**config.mk**
```make
export PLATFORM = sky130hd
export DESIGN_NAME = lcd_driver
export DESIGN_NICKNAME = d
export VERILOG_FILES = /design/src/rtl/lcd_driver.sv
export SDC_FILE = /design/constraint.sdc
export NUM_CORES = 1
export LEC_CHECK = 0
export CAP_MARGIN = 20
export CORE_MARGIN = 4
export CORE_UTILIZATION = 30
export CTS_BUF_LIST = sky130_fd_sc_hd__clkbuf_4
export DETAILED_ROUTE_END_ITERATION = 10
export GPL_ROUTABILITY_DRIVEN = 0
export PLACE_DENSITY = 0.63
export SETUP_SLACK_MARGIN = 0.5
export SLEW_MARGIN = 20
export SYNTH_ARGS = -nofsm -noshare
export SYNTH_HDL_FRONTEND = slang
export SYNTH_SLANG_ARGS = --single-unit
```
**constraint.sdc**
```tcl
create_clock -name lcd_pclk -period 7.2 [get_ports lcd_pclk]
set_input_delay 2.16 -clock lcd_pclk [delete_from_list [all_inputs] [get_ports lcd_pclk]]
set_output_delay 2.16 -clock lcd_pclk [all_outputs]
set_load 0.05 [all_outputs]
```
**src/rtl/lcd_driver.sv**
```systemverilog
// lcd_driver: parallel RGB LCD timing generator (hsync/vsync/DE, pixel request, colour gating).
// Optional: define LCD_FRAME_CNT_EN to build the completed-frame counter behind frame_cnt.
module lcd_driver #(
    parameter int unsigned H_BACK  = 32'd88,
    parameter int unsigned H_DISP  = 32'd800,
    parameter int unsigned H_FRONT = 32'd40,
    parameter int unsigned H_SYNC  = 32'd128,
    parameter int unsigned V_BACK  = 32'd33,
    parameter int unsigned V_DISP  = 32'd480,
    parameter int unsigned V_FRONT = 32'd10,
    parameter int unsigned V_SYNC  = 32'd2
) (
    input  logic        lcd_pclk,
    input  logic        rst,
    input  logic [23:0] pixel_data,
    output logic [10:0] pixel_xpos,
    output logic [10:0] pixel_ypos,
    output logic [10:0] h_disp,
    output logic [10:0] v_disp,
    output logic        data_req,
    output logic        lcd_hs,
    output logic        lcd_vs,
    output logic        lcd_de,
    output logic [23:0] lcd_rgb,
    output logic [15:0] frame_cnt
);

    localparam int unsigned H_TOTAL = H_BACK + H_DISP + H_FRONT + H_SYNC;
    localparam int unsigned V_TOTAL = V_BACK + V_DISP + V_FRONT + V_SYNC;

    localparam logic [10:0] C_H_LAST      = 11'(H_TOTAL - 32'd1);
    localparam logic [10:0] C_V_LAST      = 11'(V_TOTAL - 32'd1);
    localparam logic [10:0] C_H_ACT_BEG   = 11'(H_BACK);
    localparam logic [10:0] C_H_ACT_END   = 11'(H_BACK + H_DISP);
    localparam logic [10:0] C_H_REQ_BEG   = 11'(H_BACK - 32'd1);
    localparam logic [10:0] C_H_REQ_END   = 11'(H_BACK + H_DISP - 32'd1);
    localparam logic [10:0] C_V_ACT_BEG   = 11'(V_BACK);
    localparam logic [10:0] C_V_ACT_END   = 11'(V_BACK + V_DISP);
    localparam logic [10:0] C_H_SYNC_BEG  = 11'(H_TOTAL - H_SYNC);
    localparam logic [10:0] C_V_SYNC_BEG  = 11'(V_TOTAL - V_SYNC);

    logic [10:0] r_h_cnt;
    logic [10:0] r_v_cnt;
    logic        w_h_wrap;
    logic        w_v_wrap;
    logic        w_h_act;
    logic        w_h_req;
    logic        w_v_act;

    assign w_h_wrap = (r_h_cnt == C_H_LAST);
    assign w_v_wrap = (r_v_cnt == C_V_LAST);
    assign h_disp   = 11'(H_DISP);
    assign v_disp   = 11'(V_DISP);

    // Free-running line/frame counters; v advances only when h wraps.
    always_ff @(posedge lcd_pclk) begin
        if (rst) begin
            r_h_cnt <= 11'd0;
            r_v_cnt <= 11'd0;
        end else if (w_h_wrap) begin
            r_h_cnt <= 11'd0;
            if (w_v_wrap) begin
                r_v_cnt <= 11'd0;
            end else begin
                r_v_cnt <= r_v_cnt + 11'd1;
            end
        end else begin
            r_h_cnt <= r_h_cnt + 11'd1;
            r_v_cnt <= r_v_cnt;
        end
    end

    // Window decode; the request window runs one clock ahead of the active window.
    always_comb begin
        w_h_act    = (r_h_cnt >= C_H_ACT_BEG) && (r_h_cnt < C_H_ACT_END);
        w_h_req    = (r_h_cnt >= C_H_REQ_BEG) && (r_h_cnt < C_H_REQ_END);
        w_v_act    = (r_v_cnt >= C_V_ACT_BEG) && (r_v_cnt < C_V_ACT_END);
        lcd_hs     = ~(r_h_cnt >= C_H_SYNC_BEG);
        lcd_vs     = ~(r_v_cnt >= C_V_SYNC_BEG);
        lcd_de     = w_h_act & w_v_act;
        data_req   = w_h_req & w_v_act;
        pixel_xpos = 11'd0;
        pixel_ypos = 11'd0;
        lcd_rgb    = 24'h000000;
        if (data_req) begin
            pixel_xpos = r_h_cnt - C_H_REQ_BEG;
        end else begin
            pixel_xpos = 11'd0;
        end
        if (w_v_act) begin
            pixel_ypos = r_v_cnt - C_V_ACT_BEG;
        end else begin
            pixel_ypos = 11'd0;
        end
        // Display stage returns colour one clock after the request, i.e. aligned to lcd_de.
        if (lcd_de) begin
            lcd_rgb = pixel_data;
        end else begin
            lcd_rgb = 24'h000000;
        end
    end

`ifdef LCD_FRAME_CNT_EN
    logic [15:0] r_frame_cnt;

    // Counts completed frames (simultaneous h and v wrap), rolling over at 16 bits.
    always_ff @(posedge lcd_pclk) begin
        if (rst) begin
            r_frame_cnt <= 16'd0;
        end else if (w_h_wrap && w_v_wrap) begin
            r_frame_cnt <= r_frame_cnt + 16'd1;
        end else begin
            r_frame_cnt <= r_frame_cnt;
        end
    end

    assign frame_cnt = r_frame_cnt;
`else
    assign frame_cnt = 16'h0000;
`endif

endmodule
```
== Word-level counts from Yosys, hierarchy flattened ==
Cells that the tools add are included.

* Output and inout bits: 88
* Bits of input ports: 26
* Logic and storage cells: 28
* Register bits: 22

* Order comparisons: 8
* Reductions and logical operators: 4
* Bitwise gates (word level): 4
* Multiplexer cells: 4
* Eq/ne operators: 2
* Add/sub/neg operators: 4

{| class="wikitable"
|+ Operator list
! cell !! number
|-
| $lt 11x10->1 const B || 3
|-
| $mux 11 || 3
|-
| $mux 24 || 1
|-
| $add 11x1->11 const B || 2
|-
| $ge 11x10->1 const B || 2
|-
| $ge 11x7->1 const B || 2
|-
| $eq 11x10->1 const B || 1
|-
| $eq 11x11->1 const B || 1
|-
| $ge 11x6->1 const B || 1
|-
| $sub 11x6->11 const B || 1
|-
| $sub 11x7->11 const B || 1
|-
| $logic_and 1x1->1 || 3
|-
| $and 1x1->1 || 2
|-
| $not 1->1 || 2
|-
| $reduce_or 2->1 || 1
|}

== Depth between registers and ports, before layout ==
Gate-level depths: netlist (run 1).

* Word-level depth: 4
* Mapped depth: 8
* Gate-level depth less buffers: 6

== Least setup slack after synthesis (run 1) ==
Ideal clock, no wire load.

* Path kind: register to output
* Start: register r_v_cnt[0]
* End: output port pixel_xpos[5]
* Stages on the path, launching flop included: 6
* Data arrival time: 3.816 ns
* Buffers on the path: 1
* Path slack: 1.224 ns
* Data required time: 5.040 ns
* Path through: dfxtp_1 clkbuf_2 or4_4 nor2_1 a211oi_4 a2111oi_0

* Cells in the longest elaborated chain, start to end: 4
* Elaborated cells on any way between the ends: 5
* Those cells by class: order compare: 2; mux: 1; bitwise: 1; reduce/logical: 1

{| class="wikitable"
|+ RTL lines
! element !! line !! text
|-
| start: declaration || 43 || <nowiki>logic [10:0] r_v_cnt;</nowiki>
|-
| start signal: assignment || 65 || <nowiki>r_v_cnt <= r_v_cnt + 11'd1;</nowiki>
|-
| start signal: assignment || 69 || <nowiki>r_v_cnt <= r_v_cnt;</nowiki>
|-
| $ge 11x6->1 / $lt 11x10->1 (equally long branches) || 77 || <nowiki>w_v_act = (r_v_cnt >= C_V_ACT_BEG) && (r_v_cnt < C_V_ACT_END);</nowiki>
|-
| $logic_and 1x1->1 (*) || 77 ||
|-
| $and 1x1->1 (*) || 81 || <nowiki>data_req = w_h_req & w_v_act;</nowiki>
|-
| $mux 11 (*) || 85 || <nowiki>if (data_req) begin</nowiki>
|-
| end: declaration || 16 || <nowiki>output logic [10:0] pixel_xpos,</nowiki>
|}

Every way passes the cells marked *; elsewhere a longest branch is shown, timed or not.

== Worst setup path after layout (run 1) ==
* Start: input port pixel_data[10]
* End: output port lcd_rgb[10]

* Cells in the longest elaborated chain, start to end: 1

{| class="wikitable"
|+ RTL lines
! element !! line !! text
|-
| start: declaration || 15 || <nowiki>input logic [23:0] pixel_data,</nowiki>
|-
| $mux 24 || 96 || <nowiki>if (lcd_de) begin</nowiki>
|-
| end: declaration || 24 || <nowiki>output logic [23:0] lcd_rgb,</nowiki>
|}

No other way between the ends.

==> out/qor.txt, run 1 <==
sequential power share - 0.438
status - completed
RSZ-0062 raised after global routing - false
relative slew slack - 0.401
port buffer count - 75
fraction of power consumed by combinational cells - 0.231
1st-pass router iterations - 4
DP Worst Slack - 1350 ps
CTS tree - yes
Final Max Tran Viols - 0
Worst R2R Start - r_h_cnt[0]
Clock Root Buffer - clkbuf_4
post-CTS setup buffers - 0
synth unique cells - 50
top cells by area, synth - dfxtp_1 (20%), buf_4 (13%), nor3_1 (7.5%)
CP max-delay cell - clkdlybuf4s50_1
Routed Antenna Nets - 0
CTS resizes - 0
setup ws final - 1330 ps
Leak - 1.09 nW
core region area - 0.00729 mm^2
Crit. End Element - primary output
skew final - 11.4 ps
fill count - 774
CTS Hold Buffers Added - 0
register area - 440 um^2
first-pass GRT wire length - 8940 um
flop2flop setup slack - 4890 ps
routed vias/inst - 4.57
DRC viols - 0
max frequency - 170 MHz
Die H - 94.8 um
CP dominant cell by count - clkdlybuf4s50_1
vias - 2176
drt total wl - 5720 um
final core occ - 0.396
Fin Hold WS - 549 ps
drt first-iter violations - 112
Multi-input gate area - 0.00138 mm^2
Worst EP arrival - 3710 ps
setup_tns - 0 ps
Hold Path Class - reg2reg
Layout area overhead - 28.0%
post-layout minimum cycle time - 5870 ps
uppermost layer routed - met4
Area after DPL - 0.00284 mm^2
Peak VDD IR - 0.0775 mV
fin crit share - 0.816
row cnt - 31
layout cells sized above 1 - 0.0424
largest net degree at the start of global routing - 40
Max Cap Viol - 0
Warnings, synthesis - 0
Inserted Diodes - 0
crit path buf inv count - 3
final std cells w/o fill - 476
Synth Register Bits - 22
Clock power frac - 0.332
Hold Vio Cnt, Final - 0
DR WL met3 - 342 um
DRT met1 WL - 2560 um
hold depth - 1
All-Layer GR Usage - 0.119
vias in the first global route - 1897
Post-Syn Instances - 325
htree depth - 1
Avg WL per Cell - 12.0 um
worst reg2reg path depth - 5
crit-path max cell delay - 860 ps
Reg2Reg Capture Point - r_v_cnt[10]
Skew-Pair Late Insertion Delay - 310 ps
ys flop type - dfxtp_1
syn avg cell area - 6.95 um^2
Pwr Total - 0.287 mW
Top delay family on crit path - buffers and inverters
Pwr Density - 99.4 mW/mm^2
CP cell instances - clkdlybuf4s50_1 > inv_1 > nor3_1 > clkdlybuf4s50_1
hpwl dp - 4330 um
Max clock buf depth - 2
count of final setup violators - 0
placed insts - 472
ys async rst share - 0
Num CTS Buffers - 3
grt ovf - 0
CP max FO - 1
Yosys top cell area share - 0.195
Clk pin slew, worst setup/hold paths - 120 ps
DR WL met2 - 2770 um
Worst EP required - 5040 ps
starting density of the core - 0.310
switching part of the total power - 0.323
min-delay src - r_h_cnt[0]
boundary pin count - 114
post-synthesis sequential area ratio - 0.195
switching power - 0.0930 mW
initial antenna violation count - 0
Synth area leader - dfxtp_1
design area - 0.00289 mm^2
Die X - 94.8 um
number of synthesized flops with an enable pin - 0
Total Nets Final - 409
startpoint types - input port
P_int - 0.194 mW
post-synthesis instance area - 0.00226 mm^2
Worst-Margin Slew - 898 ps
kind of critical path - in2out
DIE AREA - 0.00898 mm^2
clk sink count - 22
Hold Path Sink - r_h_cnt[0]
[layout make-up]
cell class / instances / share of cell area
Inverter: 33 / 0.0429
Clock buffer: 3 / 0.00779
Timing Repair Buffer: 77 / 0.265
Sequential cell: 22 / 0.152
Multi-Input combinational cell: 241 / 0.479
Clock inverter: 1 / 0.0104
Tap cell: 99 / 0.0429
[flip-flops by register name, summed over array words and instances, names as in the netlist]
signal / flops
r_h_cnt: 11
r_v_cnt: 11
[power by group through the flow]
stage | Combinational [mW] | Sequential (mW) | Clock (mW)
finish | 0.0663 | 0.126 | 0.0953
global route | 0.0699 | 0.126 | 0.103
detailed placement | 0.0655 | 0.128 | 0
floorplan | 0.0677 | 0.127 | 0
CTS | 0.0657 | 0.126 | 0.0996
global placement | 0.0655 | 0.128 | 0
[metal layers]
layer,vias to the layer above,global-route usage
li1,1134,-
met2,72,0.204
met1,964,0.159
met3,6,0.0247
met4,0,0.0120
met5,-,0
[cells by family after synthesis]
logic type	share of synthesized area
AOI/OAI and AO/OA	0.138
xor gates and xnor gates	0.0737
and+or+nand+nor	0.310
DFF	0.195
adders and majority gates	0.0277
other	0.00333
buffers and inverters	0.252
[cell usage in the layout, fill, tap and decap left out, types with 5 or more instances in the layout]
cell type / Yosys / layout
inv_1: 33 / 33
dfxtp_1: 22 / 22
nand3_1: 12 / 12
or4_1: 5 / 5
xnor2_1: 15 / 15
ha_1: 5 / 5
nand2_1: 15 / 15
conb_1: 2 / 38
nor3_1: 34 / 34
clkdlybuf4s50_1: 0 / 75
nor2_1: 33 / 33
nor4_1: 12 / 12
o31ai_1: 6 / 6
a21oi_1: 15 / 15
[synthesized netlist by cell type, types with 5 or more instances]
| cell type | n |
|---|---|
| buf_4 | 38 |
| nor3_1 | 34 |
| inv_1 | 33 |
| nor2_1 | 33 |
| dfxtp_1 | 22 |
| a21oi_1 | 15 |
| nand2_1 | 15 |
| xnor2_1 | 15 |
| nand3_1 | 12 |
| nor4_1 | 12 |
| clkbuf_1 | 11 |
| buf_2 | 8 |
| o31ai_1 | 6 |
| buf_6 | 5 |
| ha_1 | 5 |
| o21ai_0 | 5 |
| or4_1 | 5 |
[worst max-delay path by stage]
stage                    from            end  slack, ps  depth (start not counted)
2_1_floorplan      r_v_cnt[0]  pixel_xpos[5]       1220                          5
3_3_place_gp   pixel_data[10]    lcd_rgb[10]       1360                          4
3_5_place_dp    pixel_data[5]     lcd_rgb[5]       1350                          4
4_1_cts        pixel_data[10]    lcd_rgb[10]       1330                          4
5_1_grt        pixel_data[17]    lcd_rgb[17]       1250                          4
6_report       pixel_data[10]    lcd_rgb[10]       1330                          4
Note: power is estimated with default switching activity, not from simulation.
==> run 2: changes to the inputs <==
==> constraint.sdc (replaced) <==
create_clock -name lcd_pclk -period 5.8 [get_ports lcd_pclk]
set_input_delay 1.74 -clock lcd_pclk [delete_from_list [all_inputs] [get_ports lcd_pclk]]
set_output_delay 1.74 -clock lcd_pclk [all_outputs]
set_load 0.05 [all_outputs]
==> run 2 against run 1 <==
Against the previous run: critical endpoint is now pixel_xpos[9]; hold slack worse by 9.8 ps; routed wire length up 2.8%; largest cell class unchanged; critical path depth up 2.
==> out/qor.txt, run 2 (same netlist as run 1, synthesis figures left out) <==
Hold Vio Cnt, Final - 0 (unchanged)
grt ovf - 0 (unchanged)
Clock Root Buffer - clkbuf_4 (unchanged)
All-Layer GR Usage - 0.121 (was 0.119)
worst reg2reg path depth - 5 (unchanged)
Max clock buf depth - 2 (unchanged)
RSZ-0062 raised after global routing - false (unchanged)
vias in the first global route - 1918 (was 1897)
Crit. End Element - primary output (unchanged)
starting density of the core - 0.310 (unchanged)
Worst EP arrival - 3350 ps (was 3710 ps)
status - completed (unchanged)
count of final setup violators - 0 (unchanged)
Leak - 1.07 nW (was 1.09 nW)
Avg WL per Cell - 12.4 um (was 12.0 um)
hpwl dp - 4500 um (was 4330 um)
Die H - 94.8 um (unchanged)
startpoint types - flop (was input port)
Die X - 94.8 um (unchanged)
DP Worst Slack - 734 ps (was 1350 ps)
htree depth - 1 (unchanged)
Peak VDD IR - 0.0491 mV (was 0.0775 mV)
most common cell after layout, fill and taps aside - clkdlybuf4s50_1 (unchanged)
Routed Antenna Nets - 0 (unchanged)
clk sink count - 22 (unchanged)
Final Max Tran Viols - 0 (unchanged)
Pwr Density - 108 mW/mm^2 (was 99.4 mW/mm^2)
Skew-Pair Late Insertion Delay - 310 ps (about the same)
drt total wl - 5880 um (was 5720 um)
kind of critical path - reg2out (was in2out)
setup_tns - 0 ps (unchanged)
Max Cap Viol - 0 (unchanged)
Worst-Margin Slew - 935 ps (was 898 ps)
initial antenna violation count - 0 (unchanged)
1st-pass router iterations - 4 (unchanged)
boundary pin count - 114 (unchanged)
port buffer count - 75 (unchanged)
CTS tree - yes (unchanged)
CP max FO - 41 (was 1)
core region area - 0.00729 mm^2 (unchanged)
fin crit share - 0.878
first-pass GRT wire length - 9160 um (was 8940 um)
relative slew slack - 0.376 (was 0.401)
commonest non-fill, non-tap cells in the layout - clkdlybuf4s50_1 (75), conb_1 (38), nor3_1 (34) (unchanged)
routed vias/inst - 4.70 (was 4.57)
Total Nets Final - 409 (unchanged)
DIE AREA - 0.00898 mm^2 (unchanged)
Inserted Diodes - 0 (unchanged)
Worst EP required - 4060 ps (was 5040 ps)
skew final - 8.82 ps (was 11.4 ps)
largest net degree at the start of global routing - 42 (was 40)
drt first-iter violations - 91 (was 112)
Hold Path Class - reg2reg (unchanged)
hold depth - 1 (unchanged)
DRC viols - 0 (unchanged)
row cnt - 31 (unchanged)
Num CTS Buffers - 3 (unchanged)
fill count - 773 (was 774)
post-layout minimum cycle time - 5090 ps
Clk pin slew, worst setup/hold paths - 130 ps (was 120 ps)
layout cells sized above 1 - 0.0398 (was 0.0424)
setup ws final - 710 ps (was 1330 ps)
max frequency - 196 MHz
vias - 2238 (was 2176)
Layout area overhead - 26.9% (was 28.0%)
largest registers - r_h_cnt (11), r_v_cnt (11) (unchanged)
CTS Hold Buffers Added - 0 (unchanged)
run 2: timing repair:
item / in CTS / in global routing
gates resized for setup: 1 / 0
endpoints found under the setup margin: 1 / 0
buffers inserted: 0 / 0
run 2: through the flow:
step                cells  power, mW  utilization  hold slack (ps)  cell area, um^2
floorplan             361      0.242            -              475             2390
global placement      472      0.241        0.389              512             2840
detailed placement    472      0.241        0.389              518             2840
CTS                   476      0.316        0.393              547             2870
global route          476      0.327        0.393              573             2870
finish                476      0.310        0.393              539             2870
run 2: per-layer routing:
metal / global-route usage / wire (um) / vias up
li1: - / - / 1134
met1: 0.159 / 2610 / 1014
met2: 0.206 / 2860 / 86
met3: 0.0295 / 387 / 4
met4: 0.0132 / 23 / 0
met5: 0 / 0 / -
run 2: final cells by class:
type                            count  area [um^2]  area share
Sequential cell                    22          440       0.154
Tap cell                           99          124      0.0432
Multi-Input combinational cell    241         1390       0.483
Inverter                           33          124      0.0432
Clock inverter                      1         3.75     0.00131
Clock buffer                        3         22.5     0.00786
Timing Repair Buffer               77          766       0.267
run 2: worst paths after layout:
path / to / slack, ps / startpoint
worst min register to register: r_h_cnt[0] / 540 / r_h_cnt[0]
worst max-delay path: pixel_xpos[9] / 710 / r_v_cnt[0]
worst min-delay path: r_h_cnt[0] / 540 / r_h_cnt[0]
worst max register to register: r_v_cnt[10] / 3440 / r_h_cnt[0]
run 2: critical path: stages, from the launching register on:
cell             delay, ps
dfxtp_1                440
or4_4                  600
o311a_1                360
a211oi_4               290
buf_4                  440
nor4_1                 150
clkdlybuf4s50_1        750
run 2: power breakdown:
group | switching [mW] | total [mW] | internal, mW | leakage [nW]
Combinational | 0.0636 | 0.0821 | 0.0185 | 0.882
Clock | 0.0470 | 0.0722 | 0.0251 | 0.0154
Sequential | 0.00324 | 0.156 | 0.153 | 0.178
Total | 0.114 | 0.310 | 0.197 | 1.07
